## src/rtl/mem_arb_pkg.sv

```systemverilog
`default_nettype none
// ============================================================================
//  Module      : mem_arb_pkg
//  Description : Shared types and constants for the CPU/DMA memory arbiter.
//                Arbitration state encoding, the data/address word width and
//                the helper that sizes the starvation counter.
//  Revision    : 1.0 - initial release
// ============================================================================
package mem_arb_pkg;

  // Width of every address and data word moved through the arbiter.
  localparam int unsigned DATA_W = 32;

  // Arbiter ownership states.
  typedef enum logic [1:0] {
    ARB_IDLE = 2'd0,
    ARB_CPU  = 2'd1,
    ARB_DMA  = 2'd2
  } arb_state_t;

  // Bits needed to count from 0 up to limit inclusive (at least one bit).
  function automatic int unsigned cnt_width(input int unsigned limit);
    return (limit < 1) ? 1 : $clog2(limit + 1);
  endfunction

endpackage : mem_arb_pkg
`default_nettype wire

```

## src/rtl/arb_starve_cnt.sv

```systemverilog
`default_nettype none
// ============================================================================
//  Module      : arb_starve_cnt
//  Description : Saturating count of consecutive CPU grants that were made
//                while DMA was waiting. starve is high once the count has
//                reached STARVE_LIMIT (so a limit of 0 is always saturated).
//                Only instantiated when MEM_ARB_STARVE_EN is defined.
//  Revision    : 1.0 - initial release
// ============================================================================
module arb_starve_cnt
  import mem_arb_pkg::*;
#(
  parameter int unsigned STARVE_LIMIT = 4
) (
  input  logic clk,
  input  logic rst_n,
  input  logic inc,
  input  logic clr,
  output logic starve
);

  localparam int unsigned      CNT_W   = cnt_width(STARVE_LIMIT);
  localparam logic [CNT_W-1:0] LIMIT_C = CNT_W'(STARVE_LIMIT);

  logic [CNT_W-1:0] count_q;
  logic [CNT_W-1:0] count_d;

  // Next count: clear wins over increment; increment stops at the limit.
  always_comb begin
    count_d = count_q;
    if (clr) begin
      count_d = '0;
    end else if (inc && (count_q != LIMIT_C)) begin
      count_d = count_q + CNT_W'(1);
    end
  end

  // Count register, cleared immediately by reset.
  always_ff @(posedge clk or negedge rst_n) begin
    if (!rst_n) begin
      count_q <= '0;
    end else begin
      count_q <= count_d;
    end
  end

  assign starve = (count_q == LIMIT_C);

endmodule : arb_starve_cnt
`default_nettype wire

```

## src/rtl/mem_arbiter.sv

```systemverilog
`default_nettype none
// ============================================================================
//  Module      : mem_arbiter
//  Description : Two-requester (CPU pipeline / DMA) arbiter in front of a
//                single-ported memory with a ready handshake. CPU wins ties;
//                with MEM_ARB_STARVE_EN defined, DMA is forced through after
//                STARVE_LIMIT consecutive CPU grants made while it waited.
//                Without the macro the CPU has strict priority and
//                STARVE_LIMIT has no effect.
//                Every transfer is followed by one idle cycle.
//  Config      : `define MEM_ARB_STARVE_EN to enable the starvation guard.
//  Revision    : 1.0 - initial release
// ============================================================================
module mem_arbiter
  import mem_arb_pkg::*;
#(
  parameter int unsigned STARVE_LIMIT = 4
) (
  input  logic              clk,
  input  logic              rst_n,
  // CPU pipeline port
  input  logic              cpu_req,
  input  logic              cpu_wr,
  input  logic [DATA_W-1:0] cpu_addr,
  input  logic [DATA_W-1:0] cpu_wdata,
  output logic [DATA_W-1:0] cpu_rdata,
  output logic              cpu_stall,
  // DMA / host port
  input  logic              dma_req,
  input  logic              dma_wr,
  input  logic [DATA_W-1:0] dma_addr,
  input  logic [DATA_W-1:0] dma_wdata,
  output logic [DATA_W-1:0] dma_rdata,
  output logic              dma_ack,
  // Memory port
  output logic              mem_en,
  output logic              mem_wr,
  output logic [DATA_W-1:0] mem_addr,
  output logic [DATA_W-1:0] mem_wdata,
  input  logic [DATA_W-1:0] mem_rdata,
  input  logic              mem_ready
);

  arb_state_t        state_q;
  arb_state_t        state_d;

  // Transfer captured at grant time; requester inputs are ignored afterwards.
  logic              wr_q;
  logic              wr_d;
  logic [DATA_W-1:0] addr_q;
  logic [DATA_W-1:0] addr_d;
  logic [DATA_W-1:0] wdata_q;
  logic [DATA_W-1:0] wdata_d;

  // Last read data returned to each requester.
  logic [DATA_W-1:0] cpu_rdata_q;
  logic [DATA_W-1:0] cpu_rdata_d;
  logic [DATA_W-1:0] dma_rdata_q;
  logic [DATA_W-1:0] dma_rdata_d;

  logic              grant_cpu;
  logic              grant_dma;
  logic              cpu_done;
  logic              dma_done;
  logic              starve;

  // --------------------------------------------------------------------------
  // Starvation guard
  // --------------------------------------------------------------------------
`ifdef MEM_ARB_STARVE_EN
  logic starve_sat;
  logic cnt_inc;
  logic cnt_clr;

  // Count CPU wins that happen while DMA is asking; forget the history
  // whenever DMA is served or stops asking while the bus is free.
  assign cnt_inc = grant_cpu & dma_req;
  assign cnt_clr = grant_dma | ((state_q == ARB_IDLE) & ~dma_req);

  arb_starve_cnt #(
    .STARVE_LIMIT (STARVE_LIMIT)
  ) u_starve_cnt (
    .clk    (clk),
    .rst_n  (rst_n),
    .inc    (cnt_inc),
    .clr    (cnt_clr),
    .starve (starve_sat)
  );

  assign starve = starve_sat & dma_req;
`else
  // Grant strobes and the limit only feed the guard; tie them off here.
  logic unused_starve_inputs;
  assign unused_starve_inputs = (STARVE_LIMIT == 0) ^ grant_cpu ^ grant_dma;
  assign starve = 1'b0;
`endif

  // --------------------------------------------------------------------------
  // Arbitration FSM
  // --------------------------------------------------------------------------

  // Next state and grant capture: decide only in IDLE, finish on mem_ready.
  always_comb begin
    state_d   = state_q;
    wr_d      = wr_q;
    addr_d    = addr_q;
    wdata_d   = wdata_q;
    grant_cpu = 1'b0;
    grant_dma = 1'b0;
    case (state_q)
      ARB_IDLE: begin
        if (starve || (dma_req && !cpu_req)) begin
          grant_dma = 1'b1;
          state_d   = ARB_DMA;
          wr_d      = dma_wr;
          addr_d    = dma_addr;
          wdata_d   = dma_wdata;
        end else if (cpu_req) begin
          grant_cpu = 1'b1;
          state_d   = ARB_CPU;
          wr_d      = cpu_wr;
          addr_d    = cpu_addr;
          wdata_d   = cpu_wdata;
        end
      end
      ARB_CPU, ARB_DMA: begin
        // A dropped request does not abort: only mem_ready ends the cycle.
        if (mem_ready) begin
          state_d = ARB_IDLE;
        end
      end
      default: begin
        state_d = ARB_IDLE;
      end
    endcase
  end

  // State and captured transfer registers; reset abandons any transfer.
  always_ff @(posedge clk or negedge rst_n) begin
    if (!rst_n) begin
      state_q <= ARB_IDLE;
      wr_q    <= 1'b0;
      addr_q  <= '0;
      wdata_q <= '0;
    end else begin
      state_q <= state_d;
      wr_q    <= wr_d;
      addr_q  <= addr_d;
      wdata_q <= wdata_d;
    end
  end

  // --------------------------------------------------------------------------
  // Completion and read-data return
  // --------------------------------------------------------------------------

  // Completion strobes and read-data next values (loads only update data).
  always_comb begin
    cpu_done    = (state_q == ARB_CPU) && mem_ready;
    dma_done    = (state_q == ARB_DMA) && mem_ready;
    cpu_rdata_d = cpu_rdata_q;
    dma_rdata_d = dma_rdata_q;
    if (cpu_done && !wr_q) begin
      cpu_rdata_d = mem_rdata;
    end
    if (dma_done && !wr_q) begin
      dma_rdata_d = mem_rdata;
    end
  end

  // Read-data holding registers.
  always_ff @(posedge clk or negedge rst_n) begin
    if (!rst_n) begin
      cpu_rdata_q <= '0;
      dma_rdata_q <= '0;
    end else begin
      cpu_rdata_q <= cpu_rdata_d;
      dma_rdata_q <= dma_rdata_d;
    end
  end

  // --------------------------------------------------------------------------
  // Outputs
  // --------------------------------------------------------------------------

  // Memory strobes come straight from the state register so that an
  // asynchronous reset removes them without waiting for a clock edge.
  assign mem_en    = (state_q != ARB_IDLE);
  assign mem_wr    = mem_en & wr_q;
  assign mem_addr  = addr_q;
  assign mem_wdata = wdata_q;

  // The completing load's data is visible in the completion cycle itself and
  // is held by the register afterwards.
  assign cpu_rdata = cpu_rdata_d;
  assign dma_rdata = dma_rdata_d;

  assign cpu_stall = cpu_req & ~cpu_done;
  assign dma_ack   = dma_done;

endmodule : mem_arbiter
`default_nettype wire

```

## config.mk

```make
export PLATFORM = sky130hd
export DESIGN_NAME = mem_arbiter
export DESIGN_NICKNAME = d
export VERILOG_FILES = /design/src/rtl/mem_arb_pkg.sv /design/src/rtl/arb_starve_cnt.sv /design/src/rtl/mem_arbiter.sv
export SDC_FILE = /design/constraint.sdc
export NUM_CORES = 1
export LEC_CHECK = 0
export ABC_CLOCK_PERIOD_IN_PS = 4000
export CORE_UTILIZATION = 44
export DETAILED_ROUTE_END_ITERATION = 6
export PLACE_DENSITY = 0.88
export SYNTH_ARGS = -nofsm -noshare
export SYNTH_HDL_FRONTEND = slang
export SYNTH_SLANG_ARGS = --single-unit
```

## constraint.sdc

```tcl
create_clock -name clk -period 4 [get_ports clk]
set_input_delay 0.8 -clock clk [delete_from_list [all_inputs] [get_ports clk]]
set_output_delay 0.8 -clock clk [all_outputs]
set_load 0.01 [all_outputs]
```

* After elaboration in Yosys (flattened, before gate mapping)
Index checks and enable logic that the tools add are counted.
** Cells by class
- $lt $le $gt $ge :: 0
- Equality and inequality tests :: 4
- Reduce and logical (&&, ||, !) cells :: 13
- Add/subtract/negate cells :: 0
- Mux-type cells :: 12
- Multipliers :: 0
- Shift operators :: 0
- Divide/modulo/power cells :: 0
- Bitwise operators :: 3
** Operators by type and width (count)
- two-way mux 32 bit :: 6
- two-way mux 2 bit :: 3
- logical AND 1 bit :: 5
- case mux 2 bit (2 select lines) :: 1
- AND reduction 2 bit :: 2
- nonzero test 2 bit :: 2
- != test 3 bit, second input constant :: 1
- bitwise AND 1 bit :: 2
- == test 2 x 1 -> 1 bit, second input constant :: 1
- == test 2 bit, second input constant :: 1
- logical NOT 1 bit :: 2
- logical NOT 2 bit :: 1
- two-way mux 1 bit :: 2
- != test 2 bit, second input constant :: 1
- OR reduction 2 bit :: 1
- NOT 1 bit :: 1
** Storage, ports and cells
- Memories :: 0
- ROM bits :: 0
- Bits in writable memories :: 0
- Latch bits :: 0
- Output and inout port bits :: 132
- Flip-flop bits (word level) :: 131

* Logic depth before layout (Yosys ltp)
- Depth after elaboration :: 4
- Depth in mapped cells :: 7
- Gate-level depth less buffers :: 5

* Least setup slack after synthesis
No wires, ideal clock.
- Path kind :: input to output
- Start :: input mem_ready
- End :: output dma_rdata[10]
- Arrival :: 1.649 ns
- Stages :: 5
- Buffers on the path :: 2
- Setup slack :: 1.551 ns
- Path through :: and2_1 nand2b_1 buf_6 buf_6 mux2_4
** Between the ends
- Cells in the longest elaborated chain, start to end :: 3
** Ends and longest elaborated chain
- from (decl) :: RTL line mem_arbiter.sv:41 : input logic mem_ready
- logical AND 1 bit :: RTL line mem_arbiter.sv:160 : dma_done = (state_q == ARB_DMA) && mem_ready;
- logical AND 1 bit :: RTL line mem_arbiter.sv:166 : if (dma_done && !wr_q) begin
- two-way mux 32 bit :: RTL line mem_arbiter.sv:166
- to (decl) :: RTL line mem_arbiter.sv:33 : output logic [DATA_W-1:0] dma_rdata,
Every way passes these cells.

* Worst setup path after layout
- Start :: input mem_ready
- End :: output dma_rdata[0]
The elaborated chain is that of the path after synthesis.

==> results.md <==
* Via count at 5459
* Critical Path RT at roughly 3.2 ns
* Final max-slew violation count at 0
* ANT cells at 0
* Post-DP HPWL at 13.5 mm
* Leakage at 3.99 nW
* CTS tree: built
* GP Congestion at roughly 0.87
* Crit path max-delay family: buffers and inverters
* Vias in the first global route at around 5600
* Site Rows at 42
* Total Wirelength at 19.2 mm
* Peak supply drop at 0.426 mV
* Worst-path maximum fanout at 22
* Least-Margin Pin Slew at approximately 1.4 ns
* Max clock buf depth at 2
* Library cells used by synthesis at 25
* HP Start: dma_rdata_q[21]
* FF-to-FF path depth at 5
* Post-CTS Resized at 0
* Worst Skew at 0.00806 ns
* YS warnings at 0
* Setup crit end: dma_rdata[0]
* Port Buf Inserts at 298
* Setup total negative slack at 0 ns
* Die ar. at 0.0141 mm²
* Iter 0 DRT Violations at between 300 and 400
* Worst setup margin at 0.390 ns
* Avg Synthesized Cell Area at approximately 12 µm²
* P per Cell Area at between 800 and 900 mW/mm²
* Clk root buf: clkbuf_16
* Worst Setup Start Kind: primary input
* Status: finished clean
* Clk_lat worst skew at around 0.41 ns
* 1st-pass router iterations at 5
* Hold Path Cell Cnt at 1
* Die H at 119 µm
* Fill cells at 912
* Nets at 970
* Final hold vios at 0
* Final Cycle Share at 0.903
* TritonCTS Buffers at 17
* Max incr delay on CP at ~0.48 ns
* Startpoint of the worst register-to-register path: state_q[0]
* Largest family of logic cells by synthesized area: compound AO/OA/AOI/OAI gates
* Reg-to-Reg End: mem_wdata[23]
* Largest net degree at the start of global routing at 71
* Synth Area in Compound Gates at 0.141
* Xor/xnor share of the synthesized area at 0
* CP Cell Sequence: clkdlybuf4s50_1 -> and2_1 -> nand2b_2 -> buf_12 -> mux2_2 -> clkdlybuf4s50_1
* Post-synthesis adder-cell area fraction at 0.00628
* Post-DR wirelength/cell at 19.4 µm
* Post-CTS setup buffer count at 0
* Arr. time, crit path at 2.81 ns
* Worst min-delay path class: reg2reg
* FF+latch count, synth at 131
* Post-route ant nets at 0
* Via density at 5.52
* Unrepaired setup endpoints after global routing: false
* Post-Synthesis Cells at between 500 and 600
* Initial antenna violation count at 0
* Finish-stage setup viols at 0
* Worst-path clk slew at 0.05 ns
* Starting density of the core at 0.451
* Buf/Inv on CP at 3
* Fraction of layout cells with a size suffix above 1 at 0.137
* Max Cap Viol at 0
* Maximum clock frequency at 277 MHz
* Final Util at 0.728
* Mux cell area share after synthesis at 0.139
* First-pass GRT wire length at 29.8 mm
* Tmin final at 3.61 ns
* Clock tree sinks at 131
* Core Area at 0.0132 mm²
* DP Worst Slack at about 0.40 ns
* Min Hold Slack at 0.492 ns
* DRC violations left at 0
* Post-Synthesis Net Count at 686
* Register area share after synthesis at 0.548
* Crit Path Class: in2out
* Hold-fix buffers at CTS at 0
* Crit-path most repeated cell: clkdlybuf4s50_1
* Post-Syn Area at 0.00598 mm²
* I/O pin cnt at 299
* Slew HR at 0.0920
* Simple-gate area share of the yosys netlist at 0.118
* Storage cell area at 0.00328 mm²
* Critical Path Sink Type: primary output
* Layout area overhead at 61.3%
* CP startpoint: mem_ready
* Gr ovfl total at 0
* Internal reg-to-reg setup slack at ~1.1 ns
* WP depth at 6
* Area occupied by multi-input gates at 0.00244 mm²
* GRT Util Overall at 0.275
* Slowest-stage cell, CP: clkdlybuf4s50_1
* H-tree levels at 4
* Die X at 119 µm
==> routing by layer <==
metal | vias to the layer above | share of wire | global-route usage
met2 | 299 | 0.50 | 0.465
met5 | - | 0 | 0
met3 | 66 | 0.075 | 0.0753
met4 | 0 | 0.047 | 0.161
met1 | 2655 | 0.38 | 0.310
li1 | 2439 | - | -
==> metrics by stage <==
stage | total power [mW] | cell area [µm²] | std cells
after floorplan | 4.14 | 5980 | 516
after global placement | 5.92 | 9020 | 957
after detailed placement | 6.10 | 9020 | 957
after CTS | 7.76 | 9640 | 989
after global routing | 8.11 | 9640 | 989
final | 7.73 | 9640 | 989
==> placed cells by master (no fill, tap or decap) <==
cell / count
clkdlybuf4s50_1: 297
dfrtp_1: 131
o22ai_1: 126
nor2_1: 65
nand2b_1: 63
mux2_2: 34
mux2_4: 30
clkbuf_16: 17
buf_4: 8
clkinv_4: 4
inv_1: 3
bufinv_16: 3
clkbuf_8: 3
clkinv_2: 3
nand2b_2: 2
a21boi_0: 2
o32ai_1: 2
a21oi_1: 2
ha_1: 2
clkinvlp_4: 2
buf_12: 2
nand3b_1: 1
and2_1: 1
nor2b_1: 1
nand3_1: 1
or3_1: 1
o211ai_1: 1
nand2_2: 1
or2_2: 1
or2b_1: 1
nand2_1: 1
o21ai_0: 1
ha_4: 1
==> worst min-delay path by stage <==
stage	slack, ns	endpoint
after CTS	0.49	dma_rdata_q[21]
final	0.49	dma_rdata_q[21]
after global routing	0.50	dma_rdata_q[29]
after global placement	0.48	cpu_rdata_q[16]
after detailed placement	0.48	dma_rdata_q[30]
after floorplan	0.48	wr_q
==> Yosys cell counts (all sizes together) <==
| master | instances | area (µm²) |
|---|---|---|
| or2 | 1 | 6.26 |
| dfrtp | 131 | 3280 |
| a21boi | 2 | 15.0 |
| and2 | 1 | 6.26 |
| or2b | 1 | 7.51 |
| a21oi | 2 | 10.0 |
| o32ai | 2 | 17.5 |
| nand2 | 2 | 7.51 |
| nand3b | 1 | 7.51 |
| nand3 | 1 | 5.00 |
| nand2b | 65 | 407 |
| nor2b | 1 | 6.26 |
| ha | 3 | 37.5 |
| o211ai | 1 | 7.51 |
| clkbuf | 11 | 41.3 |
| buf | 31 | 229 |
| or3 | 1 | 6.26 |
| inv | 3 | 11.3 |
| o22ai | 126 | 788 |
| mux2 | 64 | 833 |
| o21ai | 1 | 5.00 |
| nor2 | 65 | 244 |
==> final cells by class <==
type                            count  area share
Sequential cell                   131       0.340
Timing Repair Buffer              307       0.319
Multi-Input combinational cell    340       0.253
Inverter                            3     0.00117
Clock inverter                     12      0.0161
Tap cell                          176      0.0228
Clock buffer                       20      0.0484
==> sequential cells by signal, indices dropped and copies added, names as in the netlist <==
register,count
cpu_rdata_q,32
dma_rdata_q,32
mem_addr,32
mem_wdata,32
state_q,2
wr_q,1
==> logic make-up after synthesis <==
group / after synthesis
flops: 131
fa+ha+maj: 3
compound gates: 134
buf+inv: 45
mux: 64
simple gates: 139
==> report_power, final <==
part / leakage [nW] / internal, mW / switching (mW)
logic: 2.15 / 2.08 / 1.65
clock network: 0.302 / 1.03 / 0.586
registers: 1.54 / 1.99 / 0.390
total: 3.99 / 5.10 / 2.63
(Power assumes the default switching activity.)
